File: config.mk
export PLATFORM = sky130hd
export DESIGN_NAME = uart_tx_arbiter_flat
export DESIGN_NICKNAME = d
export VERILOG_FILES = /design/src/rtl/smart_watch_pkg.sv /design/src/rtl/uart_tx_arbiter_if.sv /design/src/rtl/rr_pick.sv /design/src/rtl/uart_tx_arbiter.sv /design/src/flat_wrapper.sv
export SDC_FILE = /design/constraint.sdc
export NUM_CORES = 1
export LEC_CHECK = 0
export ABC_CLOCK_PERIOD_IN_PS = 4600
export BUFFER_PORTS_ARGS = -buffer_cell sky130_fd_sc_hd__clkbuf_2
export CORE_AREA = 2 2 55 57
export DETAILED_ROUTE_END_ITERATION = 10
export DIE_AREA = 0 0 57 59
export GPL_TIMING_DRIVEN = 0
export MAX_ROUTING_LAYER = met4
export PLACE_DENSITY = 0.73
export SLEW_MARGIN = 15
export SYNTH_ARGS = -nofsm -noshare
export SYNTH_HDL_FRONTEND = slang
export SYNTH_SLANG_ARGS = --single-unit
File: constraint.sdc
create_clock -name clk -period 4.6 [get_ports clk]
set_input_delay 0.69 -clock clk [delete_from_list [all_inputs] [get_ports clk]]
set_output_delay 0.69 -clock clk [all_outputs]
set_load 0.1 [all_outputs]
File: src/rtl/smart_watch_pkg.sv
// Shared definitions for the smart-watch UART path: arbiter state encoding
// and byte/port constants used by the arbiter and its interface.
package smart_watch_pkg;

    localparam int UART_BYTE_W = 8;
    localparam int ARB_NUM_REQ = 3;

    typedef enum logic [1:0] {
        ARB_IDLE  = 2'd0,
        ARB_GRANT = 2'd1,
        ARB_DRAIN = 2'd2
    } arb_state_e;

endpackage

File: src/rtl/uart_tx_arbiter_if.sv
// Sender-side and uart_tx-side signals of the UART transmit arbiter.
// The arbiter uses the slave modport; the surrounding logic uses master.
interface uart_tx_arbiter_if
    import smart_watch_pkg::*;
#(
    parameter int NUM_REQ = ARB_NUM_REQ
);
    logic [NUM_REQ-1:0]             req_i;
    logic [NUM_REQ-1:0]             send_start_i;
    logic [UART_BYTE_W*NUM_REQ-1:0] ascii_data_i;
    logic                           tx_busy;
    logic [NUM_REQ-1:0]             busy_o;
    logic [NUM_REQ-1:0]             grant_o;
    logic                           send_start;
    logic [UART_BYTE_W-1:0]         ascii_data;
    logic                           timeout_o;

    modport slave (
        input  req_i, send_start_i, ascii_data_i, tx_busy,
        output busy_o, grant_o, send_start, ascii_data, timeout_o
    );

    modport master (
        output req_i, send_start_i, ascii_data_i, tx_busy,
        input  busy_o, grant_o, send_start, ascii_data, timeout_o
    );
endinterface

File: src/rtl/rr_pick.sv
// Combinational round-robin selector: first set request strictly after ptr,
// wrapping around, so the last-served index gets lowest priority.
module rr_pick #(
    parameter int NUM_REQ = 3,
    parameter int IDX_W   = 2
) (
    input  logic [NUM_REQ-1:0] req,
    input  logic [IDX_W-1:0]   ptr,
    output logic [NUM_REQ-1:0] onehot,
    output logic [IDX_W-1:0]   idx,
    output logic               any
);

    // Scan ptr+1 .. ptr+NUM_REQ (mod NUM_REQ) and keep the first hit.
    always_comb begin
        int k;
        k      = 0;
        onehot = '0;
        idx    = '0;
        any    = 1'b0;
        for (int i = 1; i <= NUM_REQ; i++) begin
            k = (int'(ptr) + i) % NUM_REQ;
            if (!any && req[k]) begin
                any       = 1'b1;
                onehot[k] = 1'b1;
                idx       = IDX_W'(k);
            end else begin
                onehot[k] = 1'b0;
            end
        end
    end

endmodule

File: src/rtl/uart_tx_arbiter.sv
// Shares one uart_tx between NUM_REQ ASCII senders, one whole message per grant,
// round-robin between messages. Optional watchdog release under ARB_TIMEOUT_EN.
module uart_tx_arbiter
    import smart_watch_pkg::*;
#(
    parameter int NUM_REQ = ARB_NUM_REQ,
    parameter int IDX_W   = 2,
    parameter int TIMEOUT = 1_000_000
) (
    input  logic              clk,
    input  logic              rst,
    uart_tx_arbiter_if.slave  bus
);

    arb_state_e             state_r, state_s;
    logic [NUM_REQ-1:0]     grant_r, grant_s;
    logic [IDX_W-1:0]       cur_idx_r, cur_idx_s;
    logic [IDX_W-1:0]       rr_ptr_r, rr_ptr_s;
    logic                   drain_cnt_r, drain_cnt_s;
    logic                   timeout_r, timeout_s;

    logic [NUM_REQ-1:0]     pick_onehot_s;
    logic [IDX_W-1:0]       pick_idx_s;
    logic                   pick_any_s;
    logic                   active_s;
    logic                   quiet_s;
    logic                   send_start_s;
    logic [UART_BYTE_W-1:0] ascii_data_s;
    logic [NUM_REQ-1:0]     busy_s;

`ifdef ARB_TIMEOUT_EN
    localparam int WDOG_W = (TIMEOUT > 1) ? $clog2(TIMEOUT) : 1;
    logic [WDOG_W-1:0]      wdog_r, wdog_s;
`endif

    rr_pick #(
        .NUM_REQ (NUM_REQ),
        .IDX_W   (IDX_W)
    ) u_rr_pick (
        .req     (bus.req_i),
        .ptr     (rr_ptr_r),
        .onehot  (pick_onehot_s),
        .idx     (pick_idx_s),
        .any     (pick_any_s)
    );

    // Zero-latency mux of the granted sender onto uart_tx and gated busy back.
    always_comb begin
        active_s     = (state_r == ARB_GRANT) || (state_r == ARB_DRAIN);
        send_start_s = 1'b0;
        ascii_data_s = '0;
        busy_s       = '1;
        if (active_s) begin
            send_start_s = bus.send_start_i[cur_idx_r];
            ascii_data_s = bus.ascii_data_i[int'(cur_idx_r)*UART_BYTE_W +: UART_BYTE_W];
        end else begin
            send_start_s = 1'b0;
            ascii_data_s = '0;
        end
        for (int k = 0; k < NUM_REQ; k++) begin
            if (active_s && grant_r[k]) begin
                busy_s[k] = bus.tx_busy;
            end else begin
                busy_s[k] = 1'b1;
            end
        end
    end

    assign bus.send_start = send_start_s;
    assign bus.ascii_data = ascii_data_s;
    assign bus.busy_o     = busy_s;
    assign bus.grant_o    = grant_r;
    assign bus.timeout_o  = timeout_r;

    // Next-state logic; DRAIN waits two quiet cycles to cover the busy rise lag.
    always_comb begin
        state_s     = state_r;
        grant_s     = grant_r;
        cur_idx_s   = cur_idx_r;
        rr_ptr_s    = rr_ptr_r;
        drain_cnt_s = drain_cnt_r;
        timeout_s   = 1'b0;
        quiet_s     = !bus.tx_busy && !send_start_s;
        case (state_r)
            ARB_IDLE: begin
                drain_cnt_s = 1'b0;
                if (pick_any_s) begin
                    grant_s   = pick_onehot_s;
                    cur_idx_s = pick_idx_s;
                    state_s   = ARB_GRANT;
                end else begin
                    state_s   = ARB_IDLE;
                end
            end
            ARB_GRANT: begin
                drain_cnt_s = 1'b0;
                if (!bus.req_i[cur_idx_r]) begin
                    state_s = ARB_DRAIN;
                end else begin
                    state_s = ARB_GRANT;
                end
            end
            ARB_DRAIN: begin
                if (quiet_s && drain_cnt_r) begin
                    drain_cnt_s = 1'b0;
                    grant_s     = '0;
                    rr_ptr_s    = cur_idx_r;
                    state_s     = ARB_IDLE;
                end else if (quiet_s) begin
                    drain_cnt_s = 1'b1;
                end else begin
                    drain_cnt_s = 1'b0;
                end
            end
            default: begin
                state_s     = ARB_IDLE;
                grant_s     = '0;
                drain_cnt_s = 1'b0;
            end
        endcase

`ifdef ARB_TIMEOUT_EN
        // Watchdog overrides the FSM when a granted sender stops strobing.
        wdog_s = wdog_r;
        if (!active_s || send_start_s) begin
            wdog_s = '0;
        end else if (wdog_r == WDOG_W'(TIMEOUT - 1)) begin
            wdog_s      = '0;
            timeout_s   = 1'b1;
            grant_s     = '0;
            rr_ptr_s    = cur_idx_r;
            drain_cnt_s = 1'b0;
            state_s     = ARB_IDLE;
        end else begin
            wdog_s = wdog_r + WDOG_W'(1);
        end
`endif
    end

    // State register; rr_ptr resets to the top index so sender 0 wins first.
    always_ff @(posedge clk or negedge rst) begin
        if (!rst) begin
            state_r     <= ARB_IDLE;
            grant_r     <= '0;
            cur_idx_r   <= '0;
            rr_ptr_r    <= IDX_W'(NUM_REQ - 1);
            drain_cnt_r <= 1'b0;
            timeout_r   <= 1'b0;
`ifdef ARB_TIMEOUT_EN
            wdog_r      <= '0;
`endif
        end else begin
            state_r     <= state_s;
            grant_r     <= grant_s;
            cur_idx_r   <= cur_idx_s;
            rr_ptr_r    <= rr_ptr_s;
            drain_cnt_r <= drain_cnt_s;
            timeout_r   <= timeout_s;
`ifdef ARB_TIMEOUT_EN
            wdog_r      <= wdog_s;
`endif
        end
    end

endmodule

File: src/flat_wrapper.sv
// flat-port wrapper written by rule: the top's interface ports become plain ports
module uart_tx_arbiter_flat import smart_watch_pkg::*;
#(
    parameter int NUM_REQ = ARB_NUM_REQ,
    parameter int IDX_W   = 2,
    parameter int TIMEOUT = 1_000_000
)
  (clk, rst, bus_req_i, bus_send_start_i, bus_ascii_data_i, bus_tx_busy, bus_busy_o, bus_grant_o, bus_send_start, bus_ascii_data, bus_timeout_o);
  uart_tx_arbiter_if #(.NUM_REQ(NUM_REQ)) bus_i ();
  input  logic clk;
  input  logic rst;
  input wire logic [$bits(bus_i.req_i)-1:0] bus_req_i;
  input wire logic [$bits(bus_i.send_start_i)-1:0] bus_send_start_i;
  input wire logic [$bits(bus_i.ascii_data_i)-1:0] bus_ascii_data_i;
  input wire logic [$bits(bus_i.tx_busy)-1:0] bus_tx_busy;
  output wire logic [$bits(bus_i.busy_o)-1:0] bus_busy_o;
  output wire logic [$bits(bus_i.grant_o)-1:0] bus_grant_o;
  output wire logic [$bits(bus_i.send_start)-1:0] bus_send_start;
  output wire logic [$bits(bus_i.ascii_data)-1:0] bus_ascii_data;
  output wire logic [$bits(bus_i.timeout_o)-1:0] bus_timeout_o;
  assign bus_i.req_i = bus_req_i;
  assign bus_i.send_start_i = bus_send_start_i;
  assign bus_i.ascii_data_i = bus_ascii_data_i;
  assign bus_i.tx_busy = bus_tx_busy;
  assign bus_busy_o = bus_i.busy_o;
  assign bus_grant_o = bus_i.grant_o;
  assign bus_send_start = bus_i.send_start;
  assign bus_ascii_data = bus_i.ascii_data;
  assign bus_timeout_o = bus_i.timeout_o;
  uart_tx_arbiter #(.NUM_REQ(NUM_REQ), .IDX_W(IDX_W), .TIMEOUT(TIMEOUT)) u_core (.clk(clk), .rst(rst), .bus(bus_i));
endmodule
==> metrics.yaml <==
skew_ps: 4.23
cp_max_fo: 10
cts_buffers: 3
cts_hold_buffers: 0
setup_tns_ps: 0
initial_utilization: 0.437
cp_data_required_time_ps: 3910
port_buffers: 46
io-pin-count: 49
cts-root-buf: "clkbuf_4"
slew_viol_final: 0
drive_above_1_share: 0.300
postRouteAntennaNets: 0
grt_start_max_net_pins: 11
yosys.cell_types.count: 46
antenna_found_initial: 0
htree_levels: 1
async_reset_ff_frac: 1.00
outcome: "complete, no violations"
rsz0062_at_grt: "no"
yosysSeqAreaShare: 0.212
route.detailed.drc: 0
end_kind: "primary output"
diodes: 0
via_per_inst: 5.51
die-area_sq_um: 3360
grt_pass1_wl_um: 5390
start_kind: "register"
final_area_sq_um: 1490
crit_type: "reg2out"
tightest_slew_ps: 549
die_h_um: 59
drt-initial-drc-count: 53
grt-ovfl-total: 0
synth_top_flop_cell: "dfrtp_1"
dpl_cell_area_sq_um: 1450
netlist_instances: 153
area_delta_synth_final_pct: 25.8
wl_per_cell_um: 13.5
fmax_mhz: 362
vias: 1289
clk_pin_slew_ps: 70
relSlewSlack: 0.636
post_cts_buffers: 0
wl_um: 3160
ys_seq_elements: 10
netlist_area_sq_um: 1180
firstDrtPassIters: 4
gp_congestion: 0.842
synth_edf_count: 0
post_cts_resized: 0
min_path_type: "in2async"
hold_viol_final: 0
yosys_warnings: 0
syn_area_per_cell_sq_um: 7.74
core_sq_um: 2710
cap_viol_max_count: 0
rows: 19
dpl.hpwl_um: 2600
fp.dieW_um: 57
grt_pass1_vias: 1283
synth_nets: 193
cts_tree: "done"
setup_viol: 0
period_needed_ps: 2760
cts_sinks: 10
max-clock-path-buffers: 2
fin_nets: 244
post-route-period-util: 0.600
clkLatencyLatePin_ps: 260
grt_usage: 0.204
crit_arrival_ps: 2070
synth_stat cells (2+ instances only):
master    count  share of area
nand2_1      19          0.060
inv_1         8          0.025
buf_6         2          0.019
clkbuf_1      4          0.013
and2_1        9          0.048
nor3_1        5          0.021
ha_1          7          0.074
mux2_1        2          0.019
nor2b_1       4          0.021
mux2i_1      13           0.11
nor3b_1       2          0.013
a31oi_1       3          0.016
nand3_1       4          0.017
o211ai_1      2          0.013
o21ai_1       5          0.021
buf_4         4          0.025
dfrtp_1       9           0.19
nor2_1        2         0.0063
nand2b_1      2          0.011
and3_1        2          0.011
o21ai_0      16          0.068
a21oi_1       5          0.021
layout make-up:
| cell class | count | area, sq um |
|---|---|---|
| Buffer | 11 | 72.6 |
| Clock buffer | 4 | 36.3 |
| Fill cell | 273 | 1220 |
| Inverter | 8 | 30.0 |
| Multi-Input combinational cell | 124 | 831 |
| Sequential cell | 10 | 251 |
| Tap cell | 31 | 38.8 |
| Timing Repair Buffer | 46 | 230 |
cells by family (layout without fill, tap and decap cells):
| kind of cell | after synthesis | after routing | synth area share |
|---|---|---|---|
| flops | 10 | 10 | 0.212 |
| other cells | 1 | 1 | 0.00316 |
| buf+inv | 19 | 69 | 0.0866 |
| simple gates | 58 | 58 | 0.265 |
| mux | 15 | 15 | 0.129 |
| fa+ha+maj | 7 | 7 | 0.0739 |
| compound gates | 43 | 43 | 0.230 |
per-layer routing:
layer / routed length, um / global-route usage / vias up
li1: - / - / 646
met1: 1300 / 0.234 / 590
met2: 1610 / 0.373 / 49
met3: 231 / 0.0349 / 4
met4: 25 / 0.0498 / 0
met5: 0 / - / -
layout by cell type, fill, tap and decap left out, drive strengths merged, types with 5 or more instances in the layout:
cell type and n:
mux2i 13, o21ai 22, a21oi 5, ha 7, nor3 5, and2 9
nand2 19, inv 8, buf 7, dfrtp 9, clkbuf 54
through the flow:
stage	utilization	instances	worst slack, ps	hold WS, ps
floorplan	-	153	2150	394
global placement	0.536	230	2180	459
detailed placement	0.536	230	2130	478
CTS	0.550	234	1820	279
global route	0.550	234	1710	270
finish	0.550	234	1840	277
critical path, stage by stage, from the launching register on:
cell and delay, ps:
dfrtp_1 380, inv_1 70, ha_1 320, clkbuf_1 280
nor2b_1 300, nand2_1 90, clkbuf_2 370
final timing paths:
kind	from	to	slack, ps	cells past startpoint
worst max register to register	u_core.rr_ptr_r[1]$_DFFE_PN1P_	u_core.state_r[0]$_DFFE_PN0P_	2540	7
worst max-delay path	u_core.state_r[0]$_DFFE_PN0P_	bus_busy_o[0]	1840	6
worst min-delay path	rst	u_core.state_r[1]$_DFFE_PN0P_	280	1
worst min register to register	u_core.drain_cnt_r$_DFF_PN0_	u_core.drain_cnt_r$_DFF_PN0_	490	1
max in group asynchronous	rst	u_core.rr_ptr_r[1]$_DFFE_PN1P_	4060	1
min in group clk	u_core.drain_cnt_r$_DFF_PN0_	u_core.drain_cnt_r$_DFF_PN0_	490	1
sequential cells by signal, indices dropped and copies added (netlist names):
name / count
u_core.rr_ptr_r: 2
u_core.drain_cnt_r: 1
u_core.bus.grant_o: 3
u_core.state_r: 2
u_core.cur_idx_r: 2
Power is not shown: default switching activity piles up to over one toggle a cycle in this logic, so the estimate is an artifact.
